$ cat src/rtl/lsu_pkg.sv
// Shared definitions for the load/store unit: width codes, FSM states and
// the XLEN-dependent decode helpers used by the FSM and the lane aligner.
package lsu_pkg;

  localparam logic [2:0] F3_B  = 3'b000;
  localparam logic [2:0] F3_H  = 3'b001;
  localparam logic [2:0] F3_W  = 3'b010;
  localparam logic [2:0] F3_D  = 3'b011;
  localparam logic [2:0] F3_BU = 3'b100;
  localparam logic [2:0] F3_HU = 3'b101;
  localparam logic [2:0] F3_WU = 3'b110;

  typedef enum logic [1:0] {
    S_IDLE,
    S_REQ,
    S_WAIT,
    S_RESP
  } state_t;

  function automatic int strb_width(input int xlen);
    return xlen / 8;
  endfunction

  function automatic int off_width(input int xlen);
    return $clog2(xlen / 8);
  endfunction

  // Width codes that do not exist for this access type or datapath width.
  function automatic logic access_illegal(input logic we, input logic [2:0] f3,
                                          input int xlen);
    return (f3 == 3'b111) || (we && f3[2]) ||
           ((xlen == 32) && ((f3 == F3_D) || (f3 == F3_WU)));
  endfunction

  // size_log2 selects 1/2/4/8 bytes; any set address bit below that is misaligned.
  function automatic logic misaligned(input logic [2:0] low, input logic [1:0] size_log2);
    logic [2:0] mask;
    mask = 3'((4'd1 << size_log2) - 4'd1);
    return |(low & mask);
  endfunction

endpackage

$ cat src/rtl/lsu_align.sv
// Byte-lane steering: store data/strobe placement and load extract + extend.
// Purely combinational; both paths are independent.
module lsu_align
  import lsu_pkg::*;
#(
  parameter  int XLEN = 64,
  localparam int SW   = strb_width(XLEN),
  localparam int OW   = off_width(XLEN)
) (
  input  logic [1:0]      st_size,
  input  logic [OW-1:0]   st_off,
  input  logic [XLEN-1:0] st_data,
  output logic [XLEN-1:0] st_wdata,
  output logic [SW-1:0]   st_wstrb,
  input  logic [XLEN-1:0] ld_rdata,
  input  logic [1:0]      ld_size,
  input  logic [OW-1:0]   ld_off,
  input  logic            ld_signed,
  output logic [XLEN-1:0] ld_data
);

  logic [XLEN-1:0] shifted;
  logic            sign_bit;
  logic            fill;

  assign st_wdata = st_data << {st_off, 3'b000};

  // NOTE: every signal written in an always_comb gets a default first, so no
  // path through the block leaves it unassigned and no latch is inferred.
  always_comb begin
    st_wstrb = '0;
    for (int i = 0; i < SW; i++) begin
      st_wstrb[i] = (i >= int'(st_off)) && (i < int'(st_off) + (1 << st_size));
    end
  end

  // Top byte of the selected width supplies the sign for signed loads.
  always_comb begin
    shifted  = ld_rdata >> {ld_off, 3'b000};
    sign_bit = 1'b0;
    ld_data  = '0;
    for (int i = 0; i < SW; i++) begin
      if (i == (1 << ld_size) - 1) sign_bit = shifted[8*i+7];
    end
    fill = ld_signed & sign_bit;
    for (int i = 0; i < SW; i++) begin
      ld_data[8*i +: 8] = (i < (1 << ld_size)) ? shifted[8*i +: 8] : {8{fill}};
    end
  end

endmodule

$ cat src/rtl/lsu.sv
// Load/store unit: registered valid/ready bridge from execute to a stallable
// memory port, with decode-time error detection and a request timeout.
module lsu
  import lsu_pkg::*;
#(
  parameter int XLEN    = 64,
  parameter int TIMEOUT = 255
) (
  input  logic              clk,
  input  logic              rst,
  input  logic              req_valid,
  output logic              req_ready,
  input  logic              req_we,
  input  logic [2:0]        req_funct3,
  input  logic [XLEN-1:0]   req_addr,
  input  logic [XLEN-1:0]   req_wdata,
  output logic              rsp_valid,
  output logic [XLEN-1:0]   rsp_rdata,
  output logic              rsp_err,
  output logic              mem_req_valid,
  input  logic              mem_req_ready,
  output logic              mem_we,
  output logic [XLEN-1:0]   mem_addr,
  output logic [XLEN-1:0]   mem_wdata,
  output logic [XLEN/8-1:0] mem_wstrb,
  input  logic              mem_rsp_valid,
  input  logic [XLEN-1:0]   mem_rdata
);

  localparam int SW = strb_width(XLEN);
  localparam int OW = off_width(XLEN);
  localparam int CW = $clog2(TIMEOUT + 1);
  localparam logic [CW-1:0] CNT_LAST = CW'(TIMEOUT - 1);

  state_t          state_q, state_d;
  logic [CW-1:0]   cnt_q;
  logic            mem_we_q;
  logic [XLEN-1:0] mem_addr_q, mem_wdata_q;
  logic [SW-1:0]   mem_wstrb_q;
  logic [1:0]      size_q;
  logic [OW-1:0]   off_q;
  logic            signed_q;
  logic [XLEN-1:0] rsp_rdata_q;
  logic            rsp_err_q;

  logic            dec_err;
  logic            timeout;
  logic [XLEN-1:0] st_wdata, ld_data;
  logic [SW-1:0]   st_wstrb;

  assign dec_err = access_illegal(req_we, req_funct3, XLEN) ||
                   misaligned(req_addr[2:0], req_funct3[1:0]);
  assign timeout = (cnt_q == CNT_LAST);

  lsu_align #(.XLEN(XLEN)) u_align (
    .st_size   (req_funct3[1:0]),
    .st_off    (req_addr[OW-1:0]),
    .st_data   (req_wdata),
    .st_wdata  (st_wdata),
    .st_wstrb  (st_wstrb),
    .ld_rdata  (mem_rdata),
    .ld_size   (size_q),
    .ld_off    (off_q),
    .ld_signed (signed_q),
    .ld_data   (ld_data)
  );

  // NOTE: sequential state uses non-blocking assignments so every register
  // samples pre-edge values regardless of statement or process order.
  always_ff @(posedge clk or negedge rst) begin
    if (!rst) state_q <= S_IDLE;
    else      state_q <= state_d;
  end

  // A response in WAIT wins over a timeout expiring in the same cycle.
  always_comb begin
    state_d = state_q;
    case (state_q)
      S_IDLE: if (req_valid) state_d = dec_err ? S_RESP : S_REQ;
      S_REQ: begin
        if (timeout)            state_d = S_RESP;
        else if (mem_req_ready) state_d = S_WAIT;
      end
      S_WAIT: if (mem_rsp_valid || timeout) state_d = S_RESP;
      S_RESP: state_d = S_IDLE;
      default: state_d = S_IDLE;
    endcase
  end

  // The bus-facing fields are captured once at acceptance so they stay
  // stable for the whole REQ phase; rsp fields are nonzero only in RESP.
  always_ff @(posedge clk or negedge rst) begin
    if (!rst) begin
      cnt_q       <= '0;
      mem_we_q    <= 1'b0;
      mem_addr_q  <= '0;
      mem_wdata_q <= '0;
      mem_wstrb_q <= '0;
      size_q      <= '0;
      off_q       <= '0;
      signed_q    <= 1'b0;
      rsp_rdata_q <= '0;
      rsp_err_q   <= 1'b0;
    end else begin
      case (state_q)
        S_IDLE: begin
          if (req_valid) begin
            cnt_q       <= '0;
            mem_we_q    <= req_we;
            mem_addr_q  <= {req_addr[XLEN-1:OW], {OW{1'b0}}};
            mem_wdata_q <= st_wdata;
            mem_wstrb_q <= st_wstrb;
            size_q      <= req_funct3[1:0];
            off_q       <= req_addr[OW-1:0];
            signed_q    <= ~req_funct3[2];
            rsp_rdata_q <= '0;
            rsp_err_q   <= dec_err;
          end
        end
        S_REQ, S_WAIT: begin
          cnt_q <= cnt_q + CW'(1);
          if (state_q == S_WAIT && mem_rsp_valid) begin
            rsp_rdata_q <= mem_we_q ? '0 : ld_data;
            rsp_err_q   <= 1'b0;
          end else if (timeout) begin
            rsp_rdata_q <= '0;
            rsp_err_q   <= 1'b1;
          end
        end
        S_RESP: begin
          rsp_rdata_q <= '0;
          rsp_err_q   <= 1'b0;
        end
        default: ;
      endcase
    end
  end

  assign req_ready     = (state_q == S_IDLE);
  assign mem_req_valid = (state_q == S_REQ);
  assign rsp_valid     = (state_q == S_RESP);
  assign rsp_rdata     = rsp_rdata_q;
  assign rsp_err       = rsp_err_q;
  assign mem_we        = mem_we_q;
  assign mem_addr      = mem_addr_q;
  assign mem_wdata     = mem_wdata_q;
  assign mem_wstrb     = mem_wstrb_q;

endmodule

$ cat config.mk
export PLATFORM = sky130hd
export DESIGN_NAME = lsu
export DESIGN_NICKNAME = d
export VERILOG_FILES = /design/src/rtl/lsu_pkg.sv /design/src/rtl/lsu_align.sv /design/src/rtl/lsu.sv
export SDC_FILE = /design/constraint.sdc
export NUM_CORES = 1
export LEC_CHECK = 0
export BUFFER_PORTS_ARGS = -buffer_cell sky130_fd_sc_hd__buf_2
export CELL_PAD_IN_SITES_DETAIL_PLACEMENT = 2
export CELL_PAD_IN_SITES_GLOBAL_PLACEMENT = 2
export CORE_MARGIN = 2
export CORE_UTILIZATION = 31
export CTS_BUF_LIST = sky130_fd_sc_hd__clkbuf_16
export DETAILED_ROUTE_END_ITERATION = 8
export GPL_TIMING_DRIVEN = 0
export PLACE_DENSITY = 0.86
export SLEW_MARGIN = 10
export SYNTH_ARGS = -nofsm -noshare
export SYNTH_HDL_FRONTEND = slang
export SYNTH_HIERARCHICAL = 1
export SYNTH_SLANG_ARGS = --single-unit
$ cat constraint.sdc
create_clock -name clk -period 2.7 [get_ports clk]
set_input_delay 0.135 -clock clk [delete_from_list [all_inputs] [get_ports clk]]
set_output_delay 0.135 -clock clk [all_outputs]
set_load 0.1 [all_outputs]
# Word-level counts from Yosys, hierarchy flattened
# Index checks and enable logic that the tools add are counted.
dict set report word_totals {
  reg_bits 215
  input_bits 201
  elab_cells 116
}
dict set report op_classes {
  n_addsub 4
  n_lt_le_gt_ge 23
  n_eq_ne 16
  shifts 5
  n_mux 33
  n_bitwise 3
  reduce_logical 21
}
# cell count
set ops {}
lappend ops {{< comparator 4 x 32 -> 1 bit (first input constant)} 8}
lappend ops {{two-way mux 64 bit} 4}
lappend ops {{case mux 64 bit (3 select lines)} 1}
lappend ops {{equality test 4 x 32 -> 1 bit (first input constant)} 4}
lappend ops {{< comparator 3 x 32 -> 1 bit (first input constant)} 4}
lappend ops {{two-way mux 8 bit} 9}
lappend ops {{equality test 3 x 32 -> 1 bit (first input constant)} 2}
lappend ops {{< comparator 1 x 32 -> 1 bit (first input constant)} 2}
lappend ops {{< comparator 2 x 32 -> 1 bit (first input constant)} 2}
lappend ops {{<< shifter 1 x 2 -> 32 bit (first input constant)} 2}
lappend ops {{<< shifter 64 x 6 -> 64 bit} 1}
lappend ops {{>> shifter 64 x 6 -> 64 bit} 1}
lappend ops {{adder 4 x 32 -> 32 bit} 1}
lappend ops {{equality test 2 x 32 -> 1 bit (first input constant)} 1}
lappend ops {{zero test 32 bit} 1}
lappend ops {{subtractor 32 x 2 -> 32 bit (second input constant)} 1}
lappend ops {{case mux 8 bit (2 select lines)} 1}
lappend ops {{two-way mux 1 bit} 11}
lappend ops {{two-way mux 2 bit} 5}
lappend ops {{greater-or-equal comparator 3 bit (first input constant)} 3}
lappend ops {{logical AND 1 bit} 9}
lappend ops {{adder 8 x 1 -> 8 bit (second input constant)} 1}
lappend ops {{equality test 8 bit (second input constant)} 1}
lappend ops {{case mux 2 bit (4 select lines)} 1}
lappend ops {{21 further kinds} 29}

# Depth between registers and ports, before layout
# Gate-level depths: netlist (run 1).
dict set report depth {
  depth_word 16
  ltp_mapped 10
  mapped_depth_nobuf 8
}

# Modules after synthesis
# The synthesis (run 1) kept the hierarchy.
# module n_inst cells_per_inst area_per_inst_um2 seq_area_each_um2
set modules_own_cells {}
lappend modules_own_cells {lsu 1 652 8764.7 5380.2}
lappend modules_own_cells {lsu_align 1 597 3986.3 0.0}

# Least setup slack after synthesis (run 1)
# OpenSTA, ideal clock, no wires.
dict set report synth_path {
  kind {reg-to-reg}
  from {register state_q[0]}
  to {register cnt_q[3]}
  setup_ns 0.128
  t_arrival_ns 2.358
  t_required_ns 2.572
  slack_ns 0.214
  stages_incl_launch_ff 8
  path_buffers 2
  period_less_slack_ns 2.486
  path_cell_list {dfrtp_1 -> inv_1 -> ha_1 -> nand2_1 -> buf_2 -> buf_2 -> nor2_1 -> nor2_1}
}
dict set report synth_via {
  elab_cells_between_ends 8
  cone_classes {eq/ne: 3; mux: 1; reduce/logical: 4}
}
# element line_no
set synth_rtl {}
lappend synth_rtl {{from (decl)} lsu.sv:35} ;# state_t state_q, state_d;
lappend synth_rtl {{from (signal assigned)} lsu.sv:72} ;# else state_q <= state_d;
lappend synth_rtl {{zero test 2 bit *} --}
lappend synth_rtl {{via req_ready} lsu.sv:12} ;# output logic req_ready,
lappend synth_rtl {{inequality test 2 bit (no line) / nonzero test 2 bit (equally long branches)} --}
lappend synth_rtl {{AND reduction 2 bit (no line)} --}
lappend synth_rtl {{to (signal assigned)} lsu.sv:121} ;# cnt_q <= cnt_q + CW'(1);
lappend synth_rtl {{to (decl)} lsu.sv:36} ;# logic [CW-1:0] cnt_q;
# The timed path passes the listed nets; every way through them passes the cells marked *.
# A chain may end at the register's enable or synchronous reset.

# Final worst setup path (run 1)
dict set report layout_path {
  from {register state_q[0]}
  to {register mem_addr_q[55], in the netlist mem_addr[55]}
}
dict set report layout_via {
  elab_chain_len 2
}
# element line_no
set layout_rtl {}
lappend layout_rtl {{zero test 2 bit} lsu.sv:105} ;# case (state_q)
lappend layout_rtl {{AND reduction 2 bit (no line)} --}
lappend layout_rtl {{to (signal assigned)} lsu.sv:110} ;# mem_addr_q <= {req_addr[XLEN-1:OW], {OW{1'b0}}};
lappend layout_rtl {{to (decl)} lsu.sv:38} ;# logic [XLEN-1:0] mem_addr_q, mem_wdata_q;
# No other way between the ends.

==> flow_summary.toml, run 1 <==
[status]
status = "finished, final reports clean"

[pwr]
netSwitchingPower_mw = 15.7
power.leakage_nw = 8.52
p_seq_share_pct = 20.2
internal-power_mw = 10.6
combinationalPowerShare_pct = 65.9
power.density_nw_per_um2 = 1540
power_frac_clock_pct = 13.9
irDropWorstVdd_mv = 1.30
p_total_mw = 26.4
switching_share_pct = 59.7

[setup_path]
reg2reg_to = "mem_addr[55]"
path_common_cell = "buf_2"
ff2ff_path_depth = 6
cpPeakStageDelay_ns = 0.44
cp_cell_sequence = "inv_1 > ha_1 > nand2_1 > buf_2 > buf_2 > mux2_2"
critPathTopFamily = "buffers and inverters"
r2r_slack_ns = 0.16
worst_setup_path_end_kind = "flip-flop"
worstPathBufferInverterCount = 3
required_ns = 3.13
critPathKind = "flip-flop to flip-flop"
crit_fanout = 10
cp.arrival_ns = 2.97
rr_startpoint = "state_q[0]"
critPathLaunchType = "flip-flop"
cpMaxStageDelayCell = "nand2_1"

[yosys]
synthTopCellsByArea = "dfrtp_1 42%, mux2_2 17%, mux2i_1 10%"
synth.distinct_cells = 59
synth_seq_area_share_pct = 42.2
async_reset_ff_share_pct = 100
syn-mean-instance-area_sq_um = 10.2
ys.flop_type = "dfrtp_1"
yosysTopAreaCell = "dfrtp_1"
syn_inst = 1249
netlist.area_leader.share_pct = 42.2
synth-edff-count = 0
yosys_warnings = 6
synth_area_sq_um = 12800
ys_ff_latch = 215

[worst_hold_path]
hp-class = "input port to flip-flop"
hold_start = "mem_rdata[58]"
whs_path_depth = 5
min_to = "rsp_rdata[58]"

[detailed_routing]
drt_first_pass_iters = 5
wl_per_cell_um = 27.3
routed_wirelength_mm = 63.1
first_iter_violations = 743
drc = 0
via_count = 12200
ant_nets = 0
vias_per_cell = 5.31

[sta]
timing.slew.headroom_pct = 38.8
rsz0062_at_grt = "no"
worst_pin_slew_ns = 0.910
fmaxAchievable_mhz = 394
finalMaxSlewViolations = 0
skew_ns = 0.0282
hold_viol_final = 0
timing.final.crit_share_pct = 94.0
setup_viol = 0
fin_ws_ns = 0.162
fin_crit_ns = 2.54

[final_layout]
final_area_sq_um = 17100
drive_gt1_share_pct = 41.4
layout.nets = 1967
final_common_cell = "buf_2"
final_cell_mix = "433 x buf_2, 215 x dfrtp_1, 192 x mux2_2"
area_growth_pct = 34.0

[clocking]
htreeDepth = 1
clock-sinks = 215
postCtsSetupBuffers = 0
cts_root_buffer = "clkbuf_16"
cts.clk_slew.worst_paths_ns = 0.06
cts_buffers = 26
tritoncts = "yes"
clk_latency_ns = 0.57
cts_buffer_depth = 3

[job]
maxCapViolCount = 0

[placement]
place_ws_ns = -0.114
place_hpwl_mm = 44.0
io_buffers = 402
gp_congestion = 0.908
placed_cell_area_sq_um = 15500

[floorplan]
die_w_um = 207
core_area_sq_um = 40700
pin_count = 406
rows = 74
initial_core_util_pct = 31.3
die_y_um = 207
die_area_sq_um = 42800

[grt]
antenna_found_initial = 7
grt_pass1_vias = 13800
grt_pass1_wl_mm = 91.2
grt_max_degree = 105
grt.total_usage_pct = 28.9
grt-ovfl-total = 0
-- sequential cells by signal, indices dropped and copies added (netlist names) --
register / cells
mem_wdata: 64
state_q: 2
mem_we: 1
off_q: 3
mem_wstrb: 8
rsp_rdata: 64
size_q: 2
rsp_err: 1
cnt_q: 8
mem_addr: 61
signed_q: 1
-- logic make-up (layout without fill, tap and decap cells) --
logic type,count (synthesis),count (layout),share of synthesized area (%)
AO/OA/AOI/OAI,169,169,7.97
buffers and inverters,174,694,6.53
other,1,8,0.0294
AND/OR/NAND/NOR,333,333,11.6
flip-flops,215,215,42.2
adder cells (fa/ha/maj),11,11,1.14
multiplexers,340,340,30.1
XOR/XNOR,6,6,0.412
-- power by group through the flow --
stage | combinational (mW) | sequential (mW) | clock (mW)
after CTS | 17.2 | 5.21 | 3.71
final | 17.4 | 5.34 | 3.66
after global routing | 17.9 | 5.44 | 3.85
after detailed placement | 17.0 | 5.21 | 0
after global placement | 16.6 | 5.09 | 0
after floorplan | 5.53 | 12.9 | 0
-- repair_timing --
action                                 CTS  global route
resized for setup                        0             7
endpoints found under the hold margin  285             0
setup endpoints to repair                0             5
hold buffers                            72             0
-- worst max-delay path by stage --
stage	slack (ns)	start	cells past startpoint	end
after detailed placement	-0.11	req_addr[0]	9	mem_wdata[57]
after CTS	0.07	off_q[1]	9	rsp_rdata[14]
after global routing	0.004	off_q[0]	9	rsp_rdata[59]
final	0.16	state_q[0]	6	mem_addr[55]
after global placement	-2.30	rst	1	mem_addr[54]
after floorplan	0.21	state_q[0]	7	cnt_q[3]
-- cell usage after synthesis, types with 4 or more instances --
cell type / n
dfrtp_1: 215
mux2_2: 192
nand2_1: 173
mux2i_1: 132
inv_1: 88
nor2_1: 75
a21oi_1: 56
o21ai_0: 56
buf_2: 32
clkbuf_1: 29
nor2b_1: 24
nand2_2: 20
o22ai_1: 18
mux4_2: 15
nand2b_1: 14
ha_1: 10
buf_6: 9
o221ai_1: 8
a22oi_1: 7
buf_1: 7
a211oi_1: 6
buf_8: 5
nand3_1: 5
buf_4: 4
nor3_1: 4
-- cell type report --
type / count / area, sq um
timing repair buffer: 476 / 2800
tap: 532 / 666
clock buffer: 26 / 651
antenna: 5 / 12.5
sequential: 215 / 5380
multi-input combinational: 862 / 6550
fill: 4408 / 23600
buffer: 86 / 505
inverter: 88 / 330
clock inverter: 18 / 199
-- metal layers --
layer	track usage (%)	vias to the layer above	wire length (um)	share of wire, %
met5	0	-	25	0.040
met4	15.0	4	3470	5.5
met3	6.30	176	4300	6.8
met2	52.3	592	32000	51
met1	31.8	6183	23300	37
li1	-	5289	-	-
-- tightest hold or removal path: cells and delay by family --
kind | cells | cell delay, ns
buf+inv | 1 | 0.17
mux | 1 | 0.06
simple gates | 3 | 0.20
-- through the flow --
| stage | hold slack, ns | utilization, % | TNS [ns] | std cells |
|---|---|---|---|---|
| after floorplan | -0.161 | - | 0 | 1251 |
| after global placement | 0.366 | 37.9 | -488.87 | 2185 |
| after detailed placement | -0.0467 | 38.0 | -0.202 | 2187 |
| after CTS | 0.0159 | 41.9 | 0 | 2303 |
| after global routing | 0.0433 | 41.9 | 0 | 2305 |
| final | 0.0394 | 42.0 | 0 | 2308 |
No activity file was read; power rests on OpenSTA's default activity.
==> run 2: changes to the inputs <==
--- a/config.mk
+++ b/config.mk
@@ -14,5 +14,5 @@
 export DETAILED_ROUTE_END_ITERATION = 8
 export GPL_TIMING_DRIVEN = 0
-export PLACE_DENSITY = 0.86
+export PLACE_DENSITY_LB_ADDON = 0.1
 export SLEW_MARGIN = 10
 export SYNTH_ARGS = -nofsm -noshare
==> constraint.sdc (replaced) <==
create_clock -name clk -period 2.7 [get_ports clk]
set_input_delay 0.135 -clock clk [delete_from_list [all_inputs] [get_ports clk]]
set_output_delay 0.135 -clock clk [all_outputs]
set_load 0.01 [all_outputs]
==> flow_summary.toml, run 2 (same netlist as run 1, synthesis figures left out) <==
[pwr]
power.leakage_nw = 8.53
p_seq_share_pct = 28.7
switching_share_pct = 42.0
irDropWorstVdd_mv = 0.540
power.density_nw_per_um2 = 1060
power_frac_clock_pct = 19.4
netSwitchingPower_mw = 7.58
p_total_mw = 18.1
internal-power_mw = 10.5
combinationalPowerShare_pct = 51.9

[setup_path]
worstPathBufferInverterCount = 3
path_common_cell = "mux2i_1"
cp.arrival_ns = 2.96
critPathTopFamily = "multiplexers"
critPathLaunchType = "flip-flop"
critPathKind = "flip-flop to flip-flop"
crit_fanout = 10
cpPeakStageDelay_ns = 0.42
cp_cell_sequence = "buf_6 > buf_6 > buf_2 > mux2i_1 > o21ai_0 > mux2i_1 > a21oi_1 > nand2_1 > mux2i_1"
worst_setup_path_end_kind = "flip-flop"
cpMaxStageDelayCell = "dfrtp_1"
required_ns = 3.13

[clocking]
cts_buffer_depth = 3
cts_buffers = 28
cts_root_buffer = "clkbuf_16"
htreeDepth = 1
clk_latency_ns = 0.58
cts.clk_slew.worst_paths_ns = 0.06
postCtsSetupBuffers = 0
clock-sinks = 215
tritoncts = "yes"

[floorplan]
initial_core_util_pct = 31.3
rows = 74
die_y_um = 207
core_area_sq_um = 40700
die_area_sq_um = 42800
pin_count = 406
die_w_um = 207

[final_layout]
drive_gt1_share_pct = 41.3
final_cell_mix = "433 x buf_2, 215 x dfrtp_1, 192 x mux2_2"
fin_cells = 2310
multi_input_area_sq_um = 6560
final_common_cell = "buf_2"
nFillCells = 4433
layout.nets = 1967
area_growth_pct = 33.9
final_core_utilization_pct = 41.9
final-seq-area_sq_um = 5380

[placement]
placed_cells = 2187
place_ws_ns = -0.0983
place_hpwl_mm = 41.4
io_buffers = 402
gp_congestion = 0.926

[grt]
grt_max_degree = 101
grt-ovfl-total = 0
grt_pass1_wl_mm = 81.6
antenna_found_initial = 3
grt_pass1_vias = 13000
grt.total_usage_pct = 25.7

[sta]
rsz0062_at_grt = "no"
fin_ws_ns = 0.172
setup_viol = 0
fin_crit_ns = 2.53
worst_pin_slew_ns = 0.788
fmaxAchievable_mhz = 396
skew_ns = 0.0260
timing.slew.headroom_pct = 47.5
hold_viol_final = 0
finalMaxSlewViolations = 0
timing.final.crit_share_pct = 93.6

[detailed_routing]
vias_per_cell = 5.00
drc = 0
ant_nets = 0
via_count = 11600
drt_first_pass_iters = 4
wl_per_cell_um = 24.0
routed_wirelength_mm = 55.4
first_iter_violations = 480

[job]
maxCapViolCount = 0

[status]
status = "finished, final reports clean"

[worst_hold_path]
hp-class = "input port to flip-flop"
-- run 2: changes by cell type in the layout (fill, tap and decap cells not counted), sizes merged --
cell and change:
diode -3, clkinv +5, clkinvlp -2, dlygate4sd3 -1, clkbuf +1, inv +5
bufinv -3
-- run 2: worst reg2reg max path, delay by kind of cell, from the launching register on --
| kind | cells | cell delay [ns] |
|---|---|---|
| muxes | 3 | 0.80 |
| buffers and inverters | 3 | 0.69 |
| AOI/OAI and AO/OA | 2 | 0.36 |
| and+or+nand+nor | 1 | 0.11 |
| DFF | 1 | 0.42 |
-- run 2: layout make-up --
class / instances / share of cell area (%)
inverter: 88 / 1.93
clock buffer: 28 / 4.10
multi-input combinational: 862 / 38.4
clock inverter: 23 / 0.894
timing repair buffer: 475 / 16.3
buffer: 85 / 2.92
antenna: 2 / 0.0293
sequential: 215 / 31.5
tap: 532 / 3.90
-- run 2: through the flow --
stage,hold WS [ns],instance area (sq um),TNS (ns)
after global placement,0.366,15400,-553.77
after CTS,0.000861,17100,0
after floorplan,-0.161,12800,0
after global routing,0.0470,17100,0
after detailed placement,0.0384,15500,-0.106
final,0.0305,17100,0
-- run 2: power by group through the flow --
stage	combinational [mW]	clock (mW)	sequential, mW
after floorplan	5.33	0	5.56
after global placement	9.11	0	5.10
after detailed placement	9.26	0	5.18
after CTS	9.39	3.60	5.14
after global routing	10.1	3.72	5.34
final	9.38	3.50	5.18
-- run 2: worst paths after layout --
kind | from | end | slack (ns) | depth (start not counted)
setup / recovery | off_q[0] | rsp_rdata[11] | 0.17 | 9
max in group asynchronous | rst | mem_addr[52] | 1.80 | 3
hold / removal | mem_rdata[62] | rsp_rdata[62] | 0.03 | 5
min in group asynchronous | rst | mem_wdata[2] | 0.04 | 2
setup reg to reg | off_q[0] | rsp_rdata[11] | 0.17 | 9
hold reg to reg | mem_wdata[48] | mem_wdata[48] | 0.50 | 1
-- run 2: repair_timing --
item | 4_1_cts | 5_1_grt
endpoints found under the setup margin | 1 | 72
gates resized for setup | 1 | 3
hold endpoints to repair | 285 | 0
hold buffers | 71 | 0
-- run 2: per-layer routing --
layer | wire length (um) | up-vias | GRT usage [%]
met3 | 3070 | 90 | 4.93
met5 | 0 | - | 0
met1 | 21900 | 5809 | 30.7
li1 | - | 5292 | -
met4 | 1960 | 0 | 8.76
met2 | 28400 | 367 | 46.1
